File: src/rtl/fir_avg_pkg.sv
// rtl/fir_avg_pkg.sv - shared types and width helpers for the moving-window FIR block
//   mode_e    : per-sample result mode (AVG, SUM_SAT, MAX, PASS)
//   log2_ceil : ceiling log2 for elaboration-time widths
//   w_sum     : width of the exact window sum for a given sample width and tap count
package fir_avg_pkg;

  typedef enum logic [1:0] {
    AVG     = 2'd0,
    SUM_SAT = 2'd1,
    MAX     = 2'd2,
    PASS    = 2'd3
  } mode_e;

  function automatic int log2_ceil(input int n);
    int r;
    r = 0;
    for (int i = 0; i < 31; i++) begin
      if ((1 << i) < n) r = i + 1;
    end
    return r;
  endfunction

  // Summing N_TAPS unsigned W_DATA-bit samples needs log2(N_TAPS) extra bits.
  function automatic int w_sum(input int w_data, input int n_taps);
    return w_data + log2_ceil(n_taps);
  endfunction

endpackage

File: src/rtl/fir_avg_stage.sv
// rtl/fir_avg_stage.sv - one add/max pipeline stage operating on tap K of its own window copy
//   clk_i, rst_i          : clock, synchronous active-high reset
//   valid_i/valid_o       : stage occupancy bit
//   mode_i/mode_o         : result mode captured with the sample
//   win_i/win_o           : full window snapshot travelling with the sample
//   sum_i/sum_o           : running sum of taps 0..K-1 in, 0..K out
//   max_i/max_o           : running max of taps 0..K-1 in, 0..K out
module fir_avg_stage
  import fir_avg_pkg::*;
#(
  parameter int W_DATA = 8,
  parameter int N_TAPS = 4,
  parameter int W_SUM  = 10,
  parameter int K      = 0
) (
  input  logic                           clk_i,
  input  logic                           rst_i,
  input  logic                           valid_i,
  input  mode_e                          mode_i,
  input  logic [N_TAPS-1:0][W_DATA-1:0]  win_i,
  input  logic [W_SUM-1:0]               sum_i,
  input  logic [W_DATA-1:0]              max_i,
  output logic                           valid_o,
  output mode_e                          mode_o,
  output logic [N_TAPS-1:0][W_DATA-1:0]  win_o,
  output logic [W_SUM-1:0]               sum_o,
  output logic [W_DATA-1:0]              max_o
);

  logic [W_DATA-1:0]             tap;
  logic [W_SUM-1:0]              sum_d;
  logic [W_DATA-1:0]             max_d;

  logic                          valid_q;
  mode_e                         mode_q;
  logic [N_TAPS-1:0][W_DATA-1:0] win_q;
  logic [W_SUM-1:0]              sum_q;
  logic [W_DATA-1:0]             max_q;

  assign tap = win_i[K];

  always_comb begin
    sum_d = sum_i + W_SUM'(tap);
    max_d = (tap > max_i) ? tap : max_i;
  end

  // The stage advances every clock; a bubble simply propagates with valid low.
  always_ff @(posedge clk_i) begin
    if (rst_i) begin
      valid_q <= 1'b0;
      mode_q  <= AVG;
      win_q   <= '0;
      sum_q   <= '0;
      max_q   <= '0;
    end else begin
      valid_q <= valid_i;
      mode_q  <= mode_i;
      win_q   <= win_i;
      sum_q   <= sum_d;
      max_q   <= max_d;
    end
  end

  assign valid_o = valid_q;
  assign mode_o  = mode_q;
  assign win_o   = win_q;
  assign sum_o   = sum_q;
  assign max_o   = max_q;

endmodule

File: src/rtl/fir_avg_pipeline.sv
// rtl/fir_avg_pipeline.sv - moving-window sum/average/max filter with fixed N_TAPS+1 latency
//   clk, rst     : clock, synchronous active-high reset
//   in_valid     : sample strobe, no backpressure
//   in_data      : unsigned sample
//   mode         : result mode sampled with in_data (0 AVG, 1 SUM_SAT, 2 MAX, 3 PASS)
//   clear        : synchronous window flush
//   out_valid    : one-cycle strobe per accepted sample
//   out_data     : mode-dependent result, held between strobes
//   out_sum      : exact window sum, held between strobes
//   window_full  : registered, high once N_TAPS samples accepted since reset/clear
module fir_avg_pipeline
  import fir_avg_pkg::*;
#(
  parameter int W_DATA = 8,
  parameter int N_TAPS = 4
) (
  input  logic                                 clk,
  input  logic                                 rst,
  input  logic                                 in_valid,
  input  logic [W_DATA-1:0]                    in_data,
  input  logic [1:0]                           mode,
  input  logic                                 clear,
  output logic                                 out_valid,
  output logic [W_DATA-1:0]                    out_data,
  output logic [w_sum(W_DATA, N_TAPS)-1:0]     out_sum,
  output logic                                 window_full
);

  localparam int LOG_N = log2_ceil(N_TAPS);
  localparam int W_SUM = w_sum(W_DATA, N_TAPS);
  localparam int W_CNT = LOG_N + 1;
  localparam logic [W_CNT-1:0] CNT_MAX = W_CNT'(N_TAPS);

  // ---------------------------------------------------------------------
  // Window and fill counter
  // ---------------------------------------------------------------------
  logic [N_TAPS-1:0][W_DATA-1:0] window_q, window_d, window_base;
  logic [W_CNT-1:0]              cnt_q, cnt_d, cnt_base;
  logic                          full_q, full_d;

  // clear acts first so that clear+in_valid lands as {in_data, 0, ..., 0}
  // with a fill count of one.
  always_comb begin
    window_base = clear ? '0 : window_q;
    window_d    = window_base;
    if (in_valid) begin
      window_d[0] = in_data;
      for (int i = 1; i < N_TAPS; i++) begin
        window_d[i] = window_base[i-1];
      end
    end
  end

  always_comb begin
    cnt_base = clear ? '0 : cnt_q;
    cnt_d    = cnt_base;
    if (in_valid && (cnt_base != CNT_MAX)) begin
      cnt_d = cnt_base + 1'b1;
    end
    full_d = (cnt_d == CNT_MAX);
  end

  always_ff @(posedge clk) begin
    if (rst) begin
      window_q <= '0;
      cnt_q    <= '0;
      full_q   <= 1'b0;
    end else begin
      window_q <= window_d;
      cnt_q    <= cnt_d;
      full_q   <= full_d;
    end
  end

  assign window_full = full_q;

  // ---------------------------------------------------------------------
  // Capture register: a private snapshot of the updated window and mode
  // enters the pipeline, so later shifts or clears cannot touch it.
  // ---------------------------------------------------------------------
  logic                          cap_valid_q;
  mode_e                         cap_mode_q;
  logic [N_TAPS-1:0][W_DATA-1:0] cap_win_q;

  always_ff @(posedge clk) begin
    if (rst) begin
      cap_valid_q <= 1'b0;
      cap_mode_q  <= AVG;
      cap_win_q   <= '0;
    end else begin
      cap_valid_q <= in_valid;
      if (in_valid) begin
        cap_mode_q <= mode_e'(mode);
        cap_win_q  <= window_d;
      end
    end
  end

  // ---------------------------------------------------------------------
  // Add/max chain: stage k folds tap k into the running sum and max.
  // ---------------------------------------------------------------------
  logic [N_TAPS:0]               st_valid;
  mode_e                         st_mode [N_TAPS+1];
  logic [N_TAPS-1:0][W_DATA-1:0] st_win  [N_TAPS+1];
  logic [W_SUM-1:0]              st_sum  [N_TAPS+1];
  logic [W_DATA-1:0]             st_max  [N_TAPS+1];

  assign st_valid[0] = cap_valid_q;
  assign st_mode[0]  = cap_mode_q;
  assign st_win[0]   = cap_win_q;
  assign st_sum[0]   = '0;
  assign st_max[0]   = '0;

  for (genvar k = 0; k < N_TAPS; k++) begin : g_stage
    fir_avg_stage #(
      .W_DATA (W_DATA),
      .N_TAPS (N_TAPS),
      .W_SUM  (W_SUM),
      .K      (k)
    ) u_stage (
      .clk_i   (clk),
      .rst_i   (rst),
      .valid_i (st_valid[k]),
      .mode_i  (st_mode[k]),
      .win_i   (st_win[k]),
      .sum_i   (st_sum[k]),
      .max_i   (st_max[k]),
      .valid_o (st_valid[k+1]),
      .mode_o  (st_mode[k+1]),
      .win_o   (st_win[k+1]),
      .sum_o   (st_sum[k+1]),
      .max_o   (st_max[k+1])
    );
  end

  // Only the newest tap is needed past the last stage (PASS mode).
  logic unused_win_tail;
  assign unused_win_tail = ^st_win[N_TAPS][N_TAPS-1:1];

  // ---------------------------------------------------------------------
  // Output register: result selection by the mode that travelled with the
  // sample; outputs hold their value between strobes.
  // ---------------------------------------------------------------------
  logic                 out_valid_q, out_valid_d;
  logic [W_DATA-1:0]    out_data_q,  out_data_d;
  logic [W_SUM-1:0]     out_sum_q,   out_sum_d;
  logic [W_SUM-1:0]     fin_sum;
  logic [W_DATA-1:0]    sat_val;

  assign fin_sum = st_sum[N_TAPS];
  assign sat_val = (|fin_sum[W_SUM-1:W_DATA]) ? {W_DATA{1'b1}} : fin_sum[W_DATA-1:0];

  always_comb begin
    out_valid_d = st_valid[N_TAPS];
    out_data_d  = out_data_q;
    out_sum_d   = out_sum_q;
    if (st_valid[N_TAPS]) begin
      out_sum_d = fin_sum;
      case (st_mode[N_TAPS])
        AVG:     out_data_d = fin_sum[W_SUM-1:LOG_N];
        SUM_SAT: out_data_d = sat_val;
        MAX:     out_data_d = st_max[N_TAPS];
        PASS:    out_data_d = st_win[N_TAPS][0];
        default: out_data_d = out_data_q;
      endcase
    end
  end

  always_ff @(posedge clk) begin
    if (rst) begin
      out_valid_q <= 1'b0;
      out_data_q  <= '0;
      out_sum_q   <= '0;
    end else begin
      out_valid_q <= out_valid_d;
      out_data_q  <= out_data_d;
      out_sum_q   <= out_sum_d;
    end
  end

  assign out_valid = out_valid_q;
  assign out_data  = out_data_q;
  assign out_sum   = out_sum_q;

endmodule

File: config.mk
export PLATFORM = sky130hd
export DESIGN_NAME = fir_avg_pipeline
export DESIGN_NICKNAME = d
export VERILOG_FILES = /design/src/rtl/fir_avg_pkg.sv /design/src/rtl/fir_avg_stage.sv /design/src/rtl/fir_avg_pipeline.sv
export SDC_FILE = /design/constraint.sdc
export NUM_CORES = 1
export LEC_CHECK = 0
export BUFFER_PORTS_ARGS = -buffer_cell sky130_fd_sc_hd__buf_2
export CORE_UTILIZATION = 60
export CTS_CLUSTER_DIAMETER = 60
export CTS_CLUSTER_SIZE = 16
export DETAILED_ROUTE_END_ITERATION = 12
export PLACE_DENSITY = 0.78
export REMOVE_ABC_BUFFERS = 1
export SLEW_MARGIN = 20
export SYNTH_ARGS = -nofsm -noshare
export SYNTH_HDL_FRONTEND = slang
export SYNTH_SLANG_ARGS = --single-unit
File: constraint.sdc
create_clock -name clk -period 4.7 [get_ports clk]
set_input_delay 0.705 -clock clk [delete_from_list [all_inputs] [get_ports clk]]
set_output_delay 0.705 -clock clk [all_outputs]
set_load 0.01 [all_outputs]
==> results.toml, run 1 <==
[yosys]
synth-seq-area-share_pct = 51.2
synth.avg_cell_area_um2 = 9.99
synth_cell_types = 42
synthTopCellsByArea = "dfxtp_1, nor2b_1, ha_1"
synth_edf_count = 0
synthFlopType = "dfxtp_1"
synth_top_area_share_pct = 51.2
ys_async_sr_fraction_pct = 0
synth_area_um2 = 9190
synth_top_cell_by_area = "dfxtp_1"
netlist_instances = 919
synth_seq_cells = 235
yosysWarnings = 0

[detailed_routing]
via_count = 5784
routed_wl_um = 14700
ant_nets = 0
wl_per_cell_um = 13.2
routed_via_density = 5.19
firstDrtPassIters = 5
drt_iter0_drc = 216
post-route-drc-count = 0

[final_layout]
diodes = 0
final_cell_area_um2 = 9930
fin_cells = 1115
drive_gt1_share_pct = 7.52
layout.nets = 996
area_growth_pct = 8.15

[clock_network]
cts_buffers = 18
cts_setup_buffers = 0
insertion_delay_ns = 0.48
cts.clk_slew.worst_paths_ns = 0.07
h-tree-depth = 1
cts_sinks = 235
hold_buffers = 0
cts_resized = 0
root_buffer = "clkbuf_16"
tritoncts = "yes"
clock_path_buffers = 3

[sta]
fmax_mhz = 455
relSlewSlack_pct = 31.0
fin_skew_ns = 0.00730
timing.final.crit_period_ns = 2.20
setup_viol = 0
finalHoldViolCount = 0
min_period_over_period_pct = 46.8
worstMarginPinSlew_ns = 1.03
rsz0062_at_grt = "no"
final_max_slew_viol_count = 0
tns_ns = 0

[global_routing]
antenna_found_initial = 0
use_met2_pct = 31.8
grt-ovfl-total = 0
grt_use_total_pct = 18.9
grt.busiest_layer = "met2"
use_met3_pct = 2.63
grt_start_max_net_pins = 123
grt_use_met1_pct = 25.2
grt_pass1_wl_um = 24900
grt_pass1_vias = 5378

[placed_design]
place.detailed.hpwl_um = 9750
placed_area_um2 = 9450
gp_congestion = 0.825
io_buffers = 33
dp_cells = 1093

[die]
rows = 44
die_area_um2 = 15800
dieHeight_um = 126
coreArea_um2 = 14800
dieWidth_um = 126
start_util_pct = 62.3
ios = 34

[critical_path]
setup.worst_path.end_class = "flop"
startpoint_type = "flop"
crit_type = "flop to flop"
crit_fanout = 3
crit_required_ns = 5.06
crit_arrival_ns = 2.56

[min_path]
hp-class = "flop to flop"

[flow_run]
drv_cap = 0

[outcome]
status = "finished, final reports clean"

[pwr]
irDropWorstVdd_mv = 0.314
power_density_nw_per_um2 = 358
p_leak_nw = 3.99
==> kinds of logic (layout without fill, tap and decap cells) <==
family / count (synthesis) / in the layout / synth area share (%)
adders and majority gates: 53 / 53 / 7.46
xor gates and xnor gates: 9 / 9 / 0.858
muxes: 69 / 69 / 8.49
buffers and inverters: 83 / 95 / 3.47
AOI/OAI and AO/OA: 119 / 119 / 7.71
DFF: 235 / 235 / 51.2
and+or+nand+nor: 351 / 351 / 20.8
==> sequential cells by signal, indices dropped and copies added, names as in the netlist <==
name	cells
cap_mode_q	2
cap_valid_q	1
cap_win_q	32
cnt_q	3
g_stage.u_stage.max_o	32
g_stage.u_stage.mode_o	8
g_stage.u_stage.sum_o	29
g_stage.u_stage.valid_o	4
g_stage.u_stage.win_o	80
out_data	8
out_sum	10
out_valid	1
window_full	1
window_q	24
==> layer usage <==
metal,vias up,part of all wire [%]
li1,3044,-
met1,2652,50
met2,61,45
met3,27,2.3
met4,0,2.8
met5,-,0
==> through the flow <==
step           setup slack [ns]  hold slack, ns  total power, mW  util (%)
6_report                   2.50           0.430             3.56      67.3
3_3_place_gp               2.58           0.417             2.25      64.0
5_1_grt                    2.38           0.445             3.70      67.3
2_1_floorplan              2.64           0.414             2.18         -
3_5_place_dp               2.49           0.420             2.25      64.0
4_1_cts                    2.50           0.436             3.61      67.3
==> layout by cell type (no fill, tap or decap), types with 5 or more instances in the layout <==
cell       instances
nand2b_1          62
nor2_1            87
buf_2             32
mux4_2             7
o21a_1             7
o21ai_1            8
nand4_1            6
or3_1              8
o211ai_1           5
xor2_1             7
mux2i_1           61
a211oi_1           7
dfxtp_1          235
inv_1             36
ha_1              50
nor2b_1          140
nand2_1           27
nor3_1            10
a21oi_1           61
o21ai_0            9
clkbuf_16         19
a31oi_1            5
==> path summary, 6_finish.rpt <==
kind / cells past startpoint / startpoint / slack (ns) / endpoint
max reg2reg: 8 / g_stage[2].u_stage.win_o[24]$_SDFF_PP0_ / 2.50 / g_stage[3].u_stage.sum_o[8]$_SDFF_PP0_
max: 8 / g_stage[2].u_stage.win_o[24]$_SDFF_PP0_ / 2.50 / g_stage[3].u_stage.sum_o[8]$_SDFF_PP0_
min: 1 / g_stage[2].u_stage.win_o[6]$_SDFF_PP0_ / 0.43 / g_stage[3].u_stage.win_o[6]$_SDFF_PP0_
min reg2reg: 1 / g_stage[2].u_stage.win_o[6]$_SDFF_PP0_ / 0.43 / g_stage[3].u_stage.win_o[6]$_SDFF_PP0_
==> synth_stat cells, types with 5 or more instances <==
master	n
a31oi_1	5
mux4_2	7
xor2_1	7
a211oi_1	7
buf_2	6
nor2b_1	140
nor3_1	10
nand2_1	27
clkbuf_1	40
or3_1	8
o21ai_1	8
nor2_1	87
nand4_1	6
a21oi_1	61
o21a_1	7
dfxtp_1	235
ha_1	50
nand2b_1	62
o211ai_1	5
o21ai_0	9
mux2i_1	61
inv_1	36
==> critical path, stage by stage (launching register included) <==
cell     delay (ns)
dfxtp_1        0.33
ha_1           0.19
inv_1          0.07
fa_1           0.22
nor2b_4        0.06
o31a_1         0.27
or4_1          0.40
a31oi_1        0.21
mux2_1         0.33
==> power breakdown <==
group	switching (mW)	leakage, nW	internal, mW
Combinational	0.0973	1.85	0.0692
Clock	0.637	0.240	0.721
Sequential	0.0162	1.90	2.02
==> area by class of cell <==
cell class | count | area (µm²)
fill | 1216 | 4820
sequential | 235 | 4700
multi-input combinational | 601 | 4160
clock buffer | 21 | 483
tap | 184 | 230
timing repair buffer | 37 | 214
inverter | 36 | 135
clock inverter | 1 | 5.00
No activity file was read; power rests on OpenSTA's default activity.
==> run 2, diff against run 1 <==
--- a/config.mk
+++ b/config.mk
@@ -6,11 +6,11 @@
 export NUM_CORES = 1
 export LEC_CHECK = 0
 export BUFFER_PORTS_ARGS = -buffer_cell sky130_fd_sc_hd__buf_2
-export CORE_UTILIZATION = 60
+export CORE_UTILIZATION = 55
 export CTS_CLUSTER_DIAMETER = 60
 export CTS_CLUSTER_SIZE = 16
 export DETAILED_ROUTE_END_ITERATION = 12
-export PLACE_DENSITY = 0.78
+export PLACE_DENSITY = 0.75
 export REMOVE_ABC_BUFFERS = 1
 export SLEW_MARGIN = 20
 export SYNTH_ARGS = -nofsm -noshare
==> constraint.sdc (replaced) <==
create_clock -name clk -period 1.9 [get_ports clk]
set_input_delay 0.285 -clock clk [delete_from_list [all_inputs] [get_ports clk]]
set_output_delay 0.285 -clock clk [all_outputs]
set_load 0.01 [all_outputs]
==> run 2 against run 1 <==
The run now ends with setup timing left. Fmax is 4.3% higher. Critical endpoint unchanged. Clock power increased by 150%. Largest cell class unchanged. Clock skew is 0.0097 ns higher. Worst hold slack got worse by 0.39 ns. Worst setup slack worse by 2.7 ns. Routed wire length rose by 6.0%. Highest routed layer unchanged. Register-to-register slack worse by 2.7 ns. Cell area grew 4.4%.
==> results.toml, run 2 (synthesis results as in run 1) <==
[outcome]
status = "complete, but fails checks"
violations = "setup timing"

[detailed_routing]
ant_nets = 0
routed_via_density = 4.99
firstDrtPassIters = 4
routed_wl_um = 15600
via_count = 5889
drt_iter0_drc = 319
wl_per_cell_um = 13.2
post-route-drc-count = 0

[clock_network]
h-tree-depth = 1
cts_sinks = 235
root_buffer = "clkbuf_16"
tritoncts = "yes"
insertion_delay_ns = 0.49
cts.clk_slew.worst_paths_ns = 0.07
hold_buffers = 0
clock_path_buffers = 3
cts_buffers = 18

[sta]
worstMarginPinSlew_ns = 0.514
min_period_over_period_pct = 111
setup_ws_ns = -0.209
rsz0062_at_grt = "yes"
finalHoldViolCount = 0
final_max_slew_viol_count = 0
setup_viol = 3
relSlewSlack_pct = 65.7
fmax_mhz = 474
fin_skew_ns = 0.0170
timing.final.crit_period_ns = 2.11

[flow_run]
drv_cap = 0

[critical_path]
timing.rr.end = "g_stage[3].u_stage.sum_o[8]$_SDFF_PP0_"
startpoint_type = "flop"
r2r.worst_path.cells = 8
reg2reg_setup_slack_ns = -0.21
crit_arrival_ns = 2.48
crit_fanout = 2
crit_required_ns = 2.27
crit_type = "flop to flop"
setup.worst_path.end_class = "flop"
r2r-start = "g_stage[2].u_stage.win_o[24]$_SDFF_PP0_"

[min_path]
whs_endpoint = "cap_mode_q[0]$_SDFFE_PP0P_"
whs_path_depth = 3
hold_start = "mode[0]"
hp-class = "primary input to flop"

[global_routing]
grt_use_total_pct = 18.2
grt-ovfl-total = 0
grt_start_max_net_pins = 62
grt_pass1_vias = 5596
grt_pass1_wl_um = 26300
antenna_found_initial = 0

[placed_design]
place.detailed.hpwl_um = 10600
io_buffers = 33
placed_area_um2 = 9800
gp_congestion = 0.805
pre_cts_slack_ns = -0.247

[die]
ios = 34
rows = 46
die_area_um2 = 17200
dieHeight_um = 131
dieWidth_um = 131
start_util_pct = 57.0
coreArea_um2 = 16100

[final_layout]
fillers = 1356
largest_reg_flops = 80
final_common_cell = "dfxtp_1"
drive_gt1_share_pct = 12.9
layout_common_cells = "dfxtp_1, nor2b_1, nor2_1"
final_cell_area_um2 = 10400
diodes = 0
utilization_pct = 64.4
layout.nets = 1030
area_growth_pct = 12.9

[pwr]
p_leak_nw = 4.20
power_density_nw_per_um2 = 859
irDropWorstVdd_mv = 0.596
[run 2: timing repair]
action,in CTS,in global routing
setup endpoints to repair,3,5
pin swaps,5,5
buffers inserted,1,0
gates resized for setup,13,10
endpoints found under the hold margin,0,0
[run 2: report_power, final]
part	internal [mW]	switching, mW
registers	5.00	0.0403
clock network	1.81	1.58
logic	0.224	0.259
total	7.03	1.88
[run 2: stage by stage]
step	hold WS (ns)	power (mW)	setup TNS, ns	std cells
2_1_floorplan	0.352	5.38	-0.164	872
3_3_place_gp	0.417	5.62	-0.257	1158
3_5_place_dp	0.420	5.63	-0.451	1158
4_1_cts	0.0291	9.02	-0.288	1180
5_1_grt	0.0602	9.26	-0.599	1180
6_report	0.0432	8.91	-0.294	1180
[run 2: metal layers]
layer	GRT usage, %	routed length, µm	up-vias
li1	-	-	3108
met1	23.4	7390	2684
met2	31.2	7350	68
met3	2.97	417	29
met4	5.82	401	0
met5	0	0	-
[run 2: cell type report]
type	instances	area, µm²	share of cell area (%)
Clock inverter	1	5.00	0.0482
Inverter	36	135	1.30
Multi-Input combinational cell	601	4230	40.8
Clock buffer	20	489	4.72
Tap cell	216	270	2.61
Sequential cell	235	4710	45.4
Timing Repair Buffer	71	532	5.13
[run 2: how the worst max path moves through the flow]
stage | from | to | cells past startpoint
after floorplan | g_stage[2].u_stage.win_o[24]$_SDFF_PP0_ | g_stage[3].u_stage.sum_o[8]$_SDFF_PP0_ | 8
after CTS | g_stage[2].u_stage.sum_o[0]$_SDFF_PP0_ | g_stage[3].u_stage.sum_o[8]$_SDFF_PP0_ | 8
after global placement | g_stage[2].u_stage.sum_o[0]$_SDFF_PP0_ | g_stage[3].u_stage.sum_o[8]$_SDFF_PP0_ | 8
after detailed placement | g_stage[2].u_stage.sum_o[0]$_SDFF_PP0_ | g_stage[3].u_stage.sum_o[8]$_SDFF_PP0_ | 8
after global routing | g_stage[2].u_stage.win_o[24]$_SDFF_PP0_ | g_stage[3].u_stage.sum_o[8]$_SDFF_PP0_ | 8
final | g_stage[2].u_stage.win_o[24]$_SDFF_PP0_ | g_stage[3].u_stage.sum_o[8]$_SDFF_PP0_ | 8
[run 2: critical path, cell delays in order, from the launching register on]
cell and delay [ns]:
dfxtp_2 0.34, ha_4 0.16, inv_2 0.05, fa_2 0.22, nor2b_4 0.05, o31a_1 0.25, or4_1 0.39, a31oi_1 0.21
mux2_1 0.34
